**config.mk**
```make
export PLATFORM = sky130hd
export DESIGN_NAME = vga_timing_gen
export DESIGN_NICKNAME = d
export VERILOG_FILES = /design/src/rtl/vga_timing_gen.sv
export SDC_FILE = /design/constraint.sdc
export NUM_CORES = 1
export LEC_CHECK = 0
export CAP_MARGIN = 10
export CORE_MARGIN = 2
export CORE_UTILIZATION = 30
export CTS_BUF_LIST = sky130_fd_sc_hd__clkbuf_8 sky130_fd_sc_hd__clkbuf_16
export CTS_CLUSTER_SIZE = 25
export DETAILED_ROUTE_END_ITERATION = 7
export DONT_BUFFER_PORTS = 1
export GPL_TIMING_DRIVEN = 0
export HOLD_SLACK_MARGIN = 0.03
export SYNTH_ARGS = -nofsm -noshare
export SYNTH_HDL_FRONTEND = slang
export SYNTH_SLANG_ARGS = --single-unit
```
**constraint.sdc**
```tcl
create_clock -name Clk -period 3.4 [get_ports Clk]
set_input_delay 0.68 -clock Clk [delete_from_list [all_inputs] [get_ports Clk]]
set_output_delay 0.68 -clock Clk [all_outputs]
set_load 0.005 [all_outputs]
```
**src/rtl/vga_timing_gen.sv**
```systemverilog
// 640x480@60 raster timing generator: pixel-rate divider, DrawX/DrawY counters, sync/blank strobes.
// Optional VGA_FRAME_COUNT_EN adds a 16-bit frame counter output (frame_cnt).
module vga_timing_gen #(
  parameter int H_VISIBLE = 640,
  parameter int H_FRONT   = 16,
  parameter int H_SYNC    = 96,
  parameter int H_BACK    = 48,
  parameter int V_VISIBLE = 480,
  parameter int V_FRONT   = 10,
  parameter int V_SYNC    = 2,
  parameter int V_BACK    = 33
) (
  input  logic        Clk,
  input  logic        Reset,
`ifdef VGA_FRAME_COUNT_EN
  output logic [15:0] frame_cnt,
`endif
  output logic        VGA_CLK,
  output logic        pix_en,
  output logic        VGA_HS,
  output logic        VGA_VS,
  output logic        VGA_BLANK_N,
  output logic        VGA_SYNC_N,
  output logic [9:0]  DrawX,
  output logic [9:0]  DrawY,
  output logic        line_start,
  output logic        frame_start
);

  localparam int H_TOTAL = H_VISIBLE + H_FRONT + H_SYNC + H_BACK;
  localparam int V_TOTAL = V_VISIBLE + V_FRONT + V_SYNC + V_BACK;

  localparam logic [9:0] H_LAST     = 10'(H_TOTAL - 1);
  localparam logic [9:0] V_LAST     = 10'(V_TOTAL - 1);
  localparam logic [9:0] H_VIS      = 10'(H_VISIBLE);
  localparam logic [9:0] V_VIS      = 10'(V_VISIBLE);
  localparam logic [9:0] H_SYNC_BEG = 10'(H_VISIBLE + H_FRONT);
  localparam logic [9:0] H_SYNC_END = 10'(H_VISIBLE + H_FRONT + H_SYNC);
  localparam logic [9:0] V_SYNC_BEG = 10'(V_VISIBLE + V_FRONT);
  localparam logic [9:0] V_SYNC_END = 10'(V_VISIBLE + V_FRONT + V_SYNC);

  if (H_TOTAL > 1024 || V_TOTAL > 1024) begin : g_bad_params
    $error("vga_timing_gen: H_TOTAL and V_TOTAL must not exceed 1024");
  end

  logic       r_tick;
  logic [9:0] r_x;
  logic [9:0] r_y;
  logic       r_hs;
  logic       r_vs;
  logic       r_blank_n;
  logic       r_line_start;
  logic       r_frame_start;

  logic       w_x_end;
  logic       w_y_end;
  logic [9:0] w_x_nxt;
  logic [9:0] w_y_nxt;

  assign w_x_end = (r_x == H_LAST);
  assign w_y_end = (r_y == V_LAST);

  always_comb begin
    w_x_nxt = r_x;
    w_y_nxt = r_y;
    if (r_tick) begin
      if (w_x_end) begin
        w_x_nxt = '0;
        w_y_nxt = w_y_end ? '0 : r_y + 10'd1;
      end else begin
        w_x_nxt = r_x + 10'd1;
      end
    end
  end

  // Strobes are derived from the next coordinates so they switch on the same edge as DrawX/DrawY.
  always_ff @(posedge Clk) begin
    if (Reset) begin
      r_tick        <= 1'b0;
      r_x           <= '0;
      r_y           <= '0;
      r_hs          <= 1'b1;
      r_vs          <= 1'b1;
      r_blank_n     <= 1'b1;
      r_line_start  <= 1'b0;
      r_frame_start <= 1'b0;
    end else begin
      r_tick        <= ~r_tick;
      r_x           <= w_x_nxt;
      r_y           <= w_y_nxt;
      r_hs          <= ~((w_x_nxt >= H_SYNC_BEG) && (w_x_nxt < H_SYNC_END));
      r_vs          <= ~((w_y_nxt >= V_SYNC_BEG) && (w_y_nxt < V_SYNC_END));
      r_blank_n     <= (w_x_nxt < H_VIS) && (w_y_nxt < V_VIS);
      r_line_start  <= r_tick && w_x_end;
      r_frame_start <= r_tick && w_x_end && w_y_end;
    end
  end

`ifdef VGA_FRAME_COUNT_EN
  logic [15:0] r_frame_cnt;

  always_ff @(posedge Clk) begin
    if (Reset) begin
      r_frame_cnt <= '0;
    end else if (r_tick && w_x_end && w_y_end) begin
      r_frame_cnt <= r_frame_cnt + 16'd1;
    end
  end

  assign frame_cnt = r_frame_cnt;
`endif

  assign VGA_CLK     = r_tick;
  assign pix_en      = r_tick;
  assign VGA_HS      = r_hs;
  assign VGA_VS      = r_vs;
  assign VGA_BLANK_N = r_blank_n;
  assign VGA_SYNC_N  = 1'b0;
  assign DrawX       = r_x;
  assign DrawY       = r_y;
  assign line_start  = r_line_start;
  assign frame_start = r_frame_start;

endmodule

```
# Yosys cells after proc, flatten, opt, wreduce, memory -nomap -nowiden
# Cells that the tools add are included.
classes:
  addsub: 2
  n_lt_le_gt_ge: 6
  eq_ne: 2
  muxes: 5
  bitwise: 3
  n_reduce_logical: 5
ops:
  columns: ["operator", "n"]
  rows:
  - ["10-bit two-way mux", 5]
  - ["10-bit by 1-bit adder with 10-bit output, second input constant", 2]
  - ["10-bit == test, second input constant", 2]
  - ["10-bit < comparator, second input constant", 2]
  - ["10-bit by 9-bit < comparator with 1-bit output, second input constant", 2]
  - ["10-bit greater-or-equal comparator, second input constant", 1]
  - ["10-bit by 9-bit greater-or-equal comparator with 1-bit output, second input constant", 1]
  - ["1-bit logical AND", 5]
  - ["1-bit inverter", 3]
word_totals:
  regBits: 26
  input_bits: 2
  out_inout_bits: 28
  elab_cells: 31

# Longest topological paths before layout
# Gate-level depths: netlist of the first run.
depth:
  word_depth: 7
  depth_mapped: 8
  depth_no_buf: 8

# Worst setup path after synthesis of the first run
# Ideal clock, no wire load.
synth_path:
  kind: "register -> register"
  start: "register r_x[0] (netlist: DrawX[0])"
  end: "register r_blank_n (netlist: VGA_BLANK_N)"
  setup_ns: 0.115
  arrival_ns: 2.097
  required_ns: 3.285
  slack_ns: 1.188
  path_stages_with_launch: 8
  n_path_buf: 0
  period_less_slack_ns: 2.212
  cell_sequence: "dfxtp_1 ha_1 and4_2 nand4_4 or3_1 xnor2_1 or3_1 a31o_1"
synth_between:
  elab_chain_cells: 5
  word_cells_on_any_way: 9
  cone_classes: "add/sub: 1; order compare: 2; eq/ne: 1; mux: 4; reduce/logical: 1"
synth_lines:
  columns: ["item", "line", "source"]
  rows:
  - ["start, declared", "47", "logic [9:0] r_x;"]
  - ["start signal, assigned", "89", "r_x <= w_x_nxt;"]
  - ["10-bit by 1-bit adder with 10-bit output / 10-bit == test (equally long branches)", "71, 60", null]
  - ["10-bit two-way mux", "67", "if (w_x_end) begin"]
  - ["10-bit two-way mux", "66", "if (r_tick) begin"]
  - ["10-bit < comparator / 10-bit by 9-bit < comparator with 1-bit output (equally long branches)", "93", "r_blank_n <= (w_x_nxt < H_VIS) && (w_y_nxt < V_VIS);"]
  - ["1-bit logical AND *", "93", null]
  - ["end signal, assigned", "93", null]
  - ["end, declared", "51", "logic r_blank_n;"]
# Every way passes the cells marked *; elsewhere a longest branch is shown, timed or not.
# A chain may end at the register's enable or synchronous reset.

# Final worst setup path of the first run
layout_path:
  start: "register r_x[1] (netlist: DrawX[1])"
  end: "register r_blank_n (netlist: VGA_BLANK_N)"
# The elaborated chain is that of the path after synthesis.

==> summary.md, run 1 <==
| Metric | Value |
|---|---|
| Worst-path cell chain | ha_1 -> and4_2 -> nand4_4 -> or3_1 -> xnor2_1 -> or3_1 -> a31o_1 |
| Slew Viols, Final | 0 |
| I/O pin total | 30 |
| Vias per cell | 5.16 |
| Most Frequent Cell on Critical Path | or3_1 |
| Leak | 0.000473 µW |
| Worst EP arrival | 2.60 ns |
| Worst-margin pin slew | 0.775 ns |
| DR iter-0 viols | 50 |
| # diodes | 0 |
| Final-report hold violation count | 0 |
| Ys Warns | 0 |
| Critical path origin | DrawX[1] |
| Power Internal | 394 µW |
| Tightest Hold Check Type | reg2reg |
| Sequential share of power | 62.1% |
| CTS buffer count | 3 |
| Max-cap viol count | 0 |
| Worst Clk Skew | 0.00451 ns |
| Final nets | 174 |
| Port Buffer Count | 0 |
| Largest net degree at the start of global routing | 14 |
| Max Root-Sink Buffers | 2 |
| VDD IR max | 0.182 mV |
| Synthesized Nets | 169 |
| CP max stage cell | dfxtp_1 |
| Hold WS | 0.477 ns |
| Post-synth cell types | 40 |
| CTS tree | yes |
| Rel. slew slack | 47.9% |
| Post-placement cell count | 216 |
| Vias in the first global route | 1,008 |
| Drt drc | 0 |
| Non-Filler Instances | 219 |
| Final Critical Period | 2.44 ns |
| Area Growth Syn to Fin | 7.86% |
| Setup crit end kind | flop |
| First-pass GRT wire length | 4930 µm |
| Slowest stage delay, CP | 0.43 ns |
| CTS root buf | clkbuf_8 |
| Syn Inst Count | 164 |
| Outcome | finished clean |
| Mean Syn Cell Area | 8.25 µm² |
| Layout cells sized above 1 | 8.98% |
| Async SR Flop Fraction | 0% |
| CTS clk-pin slew, worst paths | 0.09 ns |
| DP Worst Slack | 0.974 ns |
| Number of flops mapped to enable cells by yosys | 0 |
| Register cell area after layout | 520 µm² |
| GRT Residual Overflow | 0 |
| Antenna violations before repair | 0 |
| Wirelength per Cell | 13.4 µm |
| CTS H-tree lvls | 1 |
| RSZ-0062 raised after global routing | false |
| CP max FO | 7 |
| Worst skew pair latency | 0.26 ns |
| Post-DP Area | 0.00142 mm² |
| Die height | 71.2 µm |
| Seq/Total Area, Yosys | 38.4% |
| Core area | 0.00435 mm² |
| CTS Hold Bufs | 0 |
| Power density over the cells | 343 mW/mm² |
| CP bufs+invs | 0 |
| Routability cong. | 0.824 |
| Switch share | 21.5% |
| Pre-antenna DRT Iters | 4 |
| Initial cell density of the core | 31.1% |
| Postcts setup bufs | 0 |
| Critical path class | reg2reg |
| Final period util | 71.7% |
| DIE WIDTH | 71.2 µm |
| Gr usage total | 12.3% |
| Post-synth top area share | 38.4% |
| Row count | 24 |
| Sw Pwr | 108 µW |
| CP Data Required Time | 3.56 ns |
| Post-DP HPWL | 2150 µm |
| Post-route setup TNS | 0 ns |
| Max Fclk | 410 MHz |
| RR Startpoint | DrawX[1] |
| Top Family by Delay on Critical Path | simple AND/OR/NAND/NOR gates |
| Vias | 1,130 |
| Hold Crit Start | DrawX[9] |
| Register bit total from synthesis | 26 |
| CTS resizes | 0 |
| Setup ws final | 0.963 ns |
| # setup viols final | 0 |
| Routed WL | 2930 µm |
| Final instance area | 0.00146 mm² |
| Combinational share of power | 3.4% |
| Ys flop type | dfxtp_1 |
| Most frequent cells in the layout | dfxtp_1, nor2_1, xnor2_1 |
| Clock sink count | 26 |
| Startpoint types | flop |
| Clock Power Share | 34.5% |
| Cell taking the most area after synthesis | dfxtp_1 |
| Final ANT Viol Nets | 0 |
| Synth area leaders | dfxtp_1, nor2_1, xnor2_1 |
| Die area | 0.00507 mm² |
| Area of the multi-input gates | 752 µm² |
| Post-Syn Area | 0.00135 mm² |
| # fillers | 451 |
==> through the flow <==
stage	total power, µW	util [%]
floorplan	331	-
CTS	510	33.5
detailed placement	336	32.6
finish	501	33.5
global placement	336	32.6
global route	522	33.5
==> cells by family (layout without fill, tap and decap cells) <==
kind of cell | after synthesis | count (layout) | synth area share [%]
flip-flops | 26 | 26 | 38.4
adder cells (fa/ha/maj) | 3 | 3 | 2.77
AO/OA/AOI/OAI | 24 | 24 | 10.9
buffers and inverters | 16 | 19 | 6.01
AND/OR/NAND/NOR | 80 | 80 | 32.5
XOR/XNOR | 14 | 14 | 9.06
other | 1 | 1 | 0.277
==> final timing paths <==
path | depth (start not counted) | slack [ns] | to
worst max-delay path | 7 | 0.96 | VGA_BLANK_N
worst max register to register | 7 | 0.96 | VGA_BLANK_N
worst min-delay path | 1 | 0.48 | VGA_HS
worst min register to register | 1 | 0.48 | VGA_HS
==> final cells by class <==
class                           instances  share of cell area (%)
Clock buffer                            3                    2.83
Buffer                                 10                    4.03
Multi-Input combinational cell        122                    51.5
Sequential cell                        26                    35.6
Inverter                                6                    1.54
Tap cell                               52                    4.46
==> flip-flops by register name (all words and copies together), names as in the netlist <==
name / count
DrawY: 10
VGA_BLANK_N: 1
DrawX: 10
VGA_VS: 1
frame_start: 1
VGA_HS: 1
line_start: 1
VGA_CLK: 1
==> cell usage after synthesis (2+ instances only) <==
| cell type | n |
|---|---|
| a21oi_1 | 7 |
| a22oi_1 | 2 |
| and2_1 | 3 |
| buf_2 | 2 |
| buf_4 | 3 |
| clkbuf_1 | 4 |
| dfxtp_1 | 26 |
| ha_1 | 3 |
| inv_1 | 6 |
| nand2_1 | 9 |
| nand2b_1 | 4 |
| nand3_1 | 7 |
| nand4_1 | 8 |
| nor2_1 | 26 |
| nor2b_1 | 3 |
| nor3_1 | 4 |
| nor3_2 | 2 |
| o21ai_0 | 7 |
| or3_1 | 5 |
| xnor2_1 | 10 |
| xor2_1 | 4 |
==> power by group through the flow <==
stage | combinational, µW | clock (µW) | sequential, µW
after floorplan | 13.5 | 0 | 318
after global placement | 16.7 | 0 | 319
after detailed placement | 16.9 | 0 | 319
after CTS | 17.0 | 181 | 312
after global routing | 20.0 | 189 | 312
final | 16.9 | 173 | 311
==> metal layers <==
layer  GRT usage [%]  vias to the layer above  wire, µm
li1                -                      577         -
met1            17.0                      523      1430
met5               0                        -         0
met4            3.77                        0        32
met2            18.4                       28      1290
met3            3.42                        2       184
Power figures use the tool's default switching activity.
==> run 2, diff against run 1 <==
clock period = 2.54 ns   (was 3.4 ns; I/O delays follow)
==> run 2 against run 1 <==
Effect of this change:
- via count did not move
- clock power increased by 34%
- critical path depth stayed put
- clock skew stayed put
- clock-buffer cell count unchanged
- cell count is the same
- largest cell class unchanged
- total power increased by 34%
- worst setup slack worse by 0.79 ns
- global-route usage unchanged
- routed wire length stayed put
- flip-flop and latch count stayed put
==> summary.md, run 2 (synthesized netlist as in run 1, its figures left out) <==
| Metric | Value |
|---|---|
| Outcome | finished clean |
| Tightest Hold Check Type | reg2reg |
| Register cell area after layout | 523 µm² (+0.48%) |
| Worst-margin pin slew | 0.775 ns (unchanged) |
| Rel. slew slack | 47.9% (unchanged) |
| Max-cap viol count | 0 (unchanged) |
| Slowest stage delay, CP | 0.41 ns (-0.02 ns) |
| Core area | 0.00435 mm² (unchanged) |
| Area Growth Syn to Fin | 8.04% |
| Vias per cell | 5.16 (unchanged) |
| CTS H-tree lvls | 1 (unchanged) |
| Post-route setup TNS | 0 ns (unchanged) |
| Startpoint types | flop |
| Leak | 0.000474 µW (+0.16%) |
| First-pass GRT wire length | 4930 µm (unchanged) |
| I/O pin total | 30 (unchanged) |
| Setup crit end kind | flop |
| CTS buffer count | 3 (unchanged) |
| Die height | 71.2 µm (unchanged) |
| Drt drc | 0 (unchanged) |
| Pre-antenna DRT Iters | 4 (unchanged) |
| Critical path class | reg2reg |
| Area of the multi-input gates | 752 µm² (unchanged) |
| Layout cells sized above 1 | 10.2% (+1.2 points) |
| VDD IR max | 0.244 mV (+34%) |
| RSZ-0062 raised after global routing | false |
| Slew Viols, Final | 0 (unchanged) |
| Final ANT Viol Nets | 0 (unchanged) |
| Initial cell density of the core | 31.1% (unchanged) |
| Worst EP arrival | 2.53 ns (-0.07 ns) |
| Max Root-Sink Buffers | 2 (unchanged) |
| CP max stage cell | or3_1 |
| Worst-path cell chain | ha_1 -> and4_2 -> nand4_4 -> or3_1 -> xnor2_1 -> or3_1 -> a31o_1 |
| # setup viols final | 0 (unchanged) |
| Setup ws final | 0.173 ns (-0.790 ns) |
| CTS tree | yes |
| Row count | 24 (unchanged) |
| # fillers | 452 (+0.22%) |
| Clock sink count | 26 (unchanged) |
| Routed WL | 2930 µm (unchanged) |
| Most frequent cells in the layout | nor2_1, dfxtp_1, xnor2_1 |
| Final period util | 93.2% (+22 points) |
| Vias in the first global route | 1,008 (unchanged) |
| CTS clk-pin slew, worst paths | 0.09 ns (about the same) |
| DIE WIDTH | 71.2 µm (unchanged) |
| Power density over the cells | 459 mW/mm² (+34%) |
| GRT Residual Overflow | 0 (unchanged) |
| Routability cong. | 0.824 (unchanged) |
| CTS root buf | clkbuf_8 |
| Most Frequent Cell on Critical Path | or3_1 |
| Final Critical Period | 2.37 ns (-0.0703 ns) |
| Worst Clk Skew | 0.00451 ns (unchanged) |
| DP Worst Slack | 0.114 ns (-0.860 ns) |
| Final nets | 174 (unchanged) |
| CP max FO | 7 (unchanged) |
| Post-placement cell count | 216 (unchanged) |
| Die area | 0.00507 mm² (unchanged) |
| Final-report hold violation count | 0 (unchanged) |
| Gr usage total | 12.3% (unchanged) |
| CTS Hold Bufs | 0 (unchanged) |
| # diodes | 0 (unchanged) |
| Port Buffer Count | 0 (unchanged) |
| Max Fclk | 423 MHz (+3.0%) |
| Worst skew pair latency | 0.26 ns (about the same) |
| CP Data Required Time | 2.70 ns (-0.86 ns) |
| Wirelength per Cell | 13.4 µm (unchanged) |
| End-of-flow core utilization | 33.6% (+0.057 points) |
| Non-Filler Instances | 219 (unchanged) |
| Vias | 1,130 (unchanged) |
| DR iter-0 viols | 50 (unchanged) |
| Leading cell type in the layout, fill and taps excluded | nor2_1 |
| Post-DP HPWL | 2150 µm (unchanged) |
| Largest net degree at the start of global routing | 14 (unchanged) |
| Antenna violations before repair | 0 (unchanged) |
[run 2: metrics by stage]
| stage | hold slack, ns | area (µm²) | power [µW] |
|---|---|---|---|
| final | 0.477 | 1460 | 672 |
| after CTS | 0.486 | 1460 | 682 |
| after detailed placement | 0.464 | 1420 | 450 |
| after floorplan | 0.419 | 1350 | 444 |
| after global placement | 0.470 | 1420 | 449 |
| after global routing | 0.510 | 1460 | 699 |
[run 2: critical path: cells and delay by family (launching register included)]
family                   cells  cell delay, ns
AO/OA/AOI/OAI                1            0.22
XOR/XNOR                     1            0.16
adder cells (fa/ha/maj)      1            0.19
flip-flops                   1            0.39
AND/OR/NAND/NOR              4            1.30
[run 2: path summary, 6_finish.rpt]
kind	start	to	slack [ns]	cells after the start
setup / recovery	DrawX[0]	VGA_BLANK_N	0.17	7
hold / removal	DrawX[9]	VGA_HS	0.48	1
setup reg to reg	DrawX[0]	VGA_BLANK_N	0.17	7
hold reg to reg	DrawX[9]	VGA_HS	0.48	1
[run 2: where the power goes]
part	switching (µW)	total [µW]	internal (µW)
registers	5.66	418	412
logic	13.2	22.6	9.44
clock network	125	232	106
[run 2: repair_timing]
action / in CTS / in global routing
buffers inserted: 0 / 0
setup endpoints to repair: 0 / 1
resized for setup: 0 / 2
[run 2: layout make-up]
cell class / count / area share [%]
inverters: 6 / 1.54
clock buffers: 3 / 2.82
well taps: 52 / 4.45
flip-flops and latches: 26 / 35.8
multi-input cells: 122 / 51.4
plain buffers: 10 / 4.02
[run 2: per-layer routing]
layer	global-route usage, %	wire length (µm)	part of all wire [%]
met1	17.0	1430	49
met2	18.4	1290	44
met3	3.42	184	6.3
met4	3.77	32	1.1
met5	0	0	0
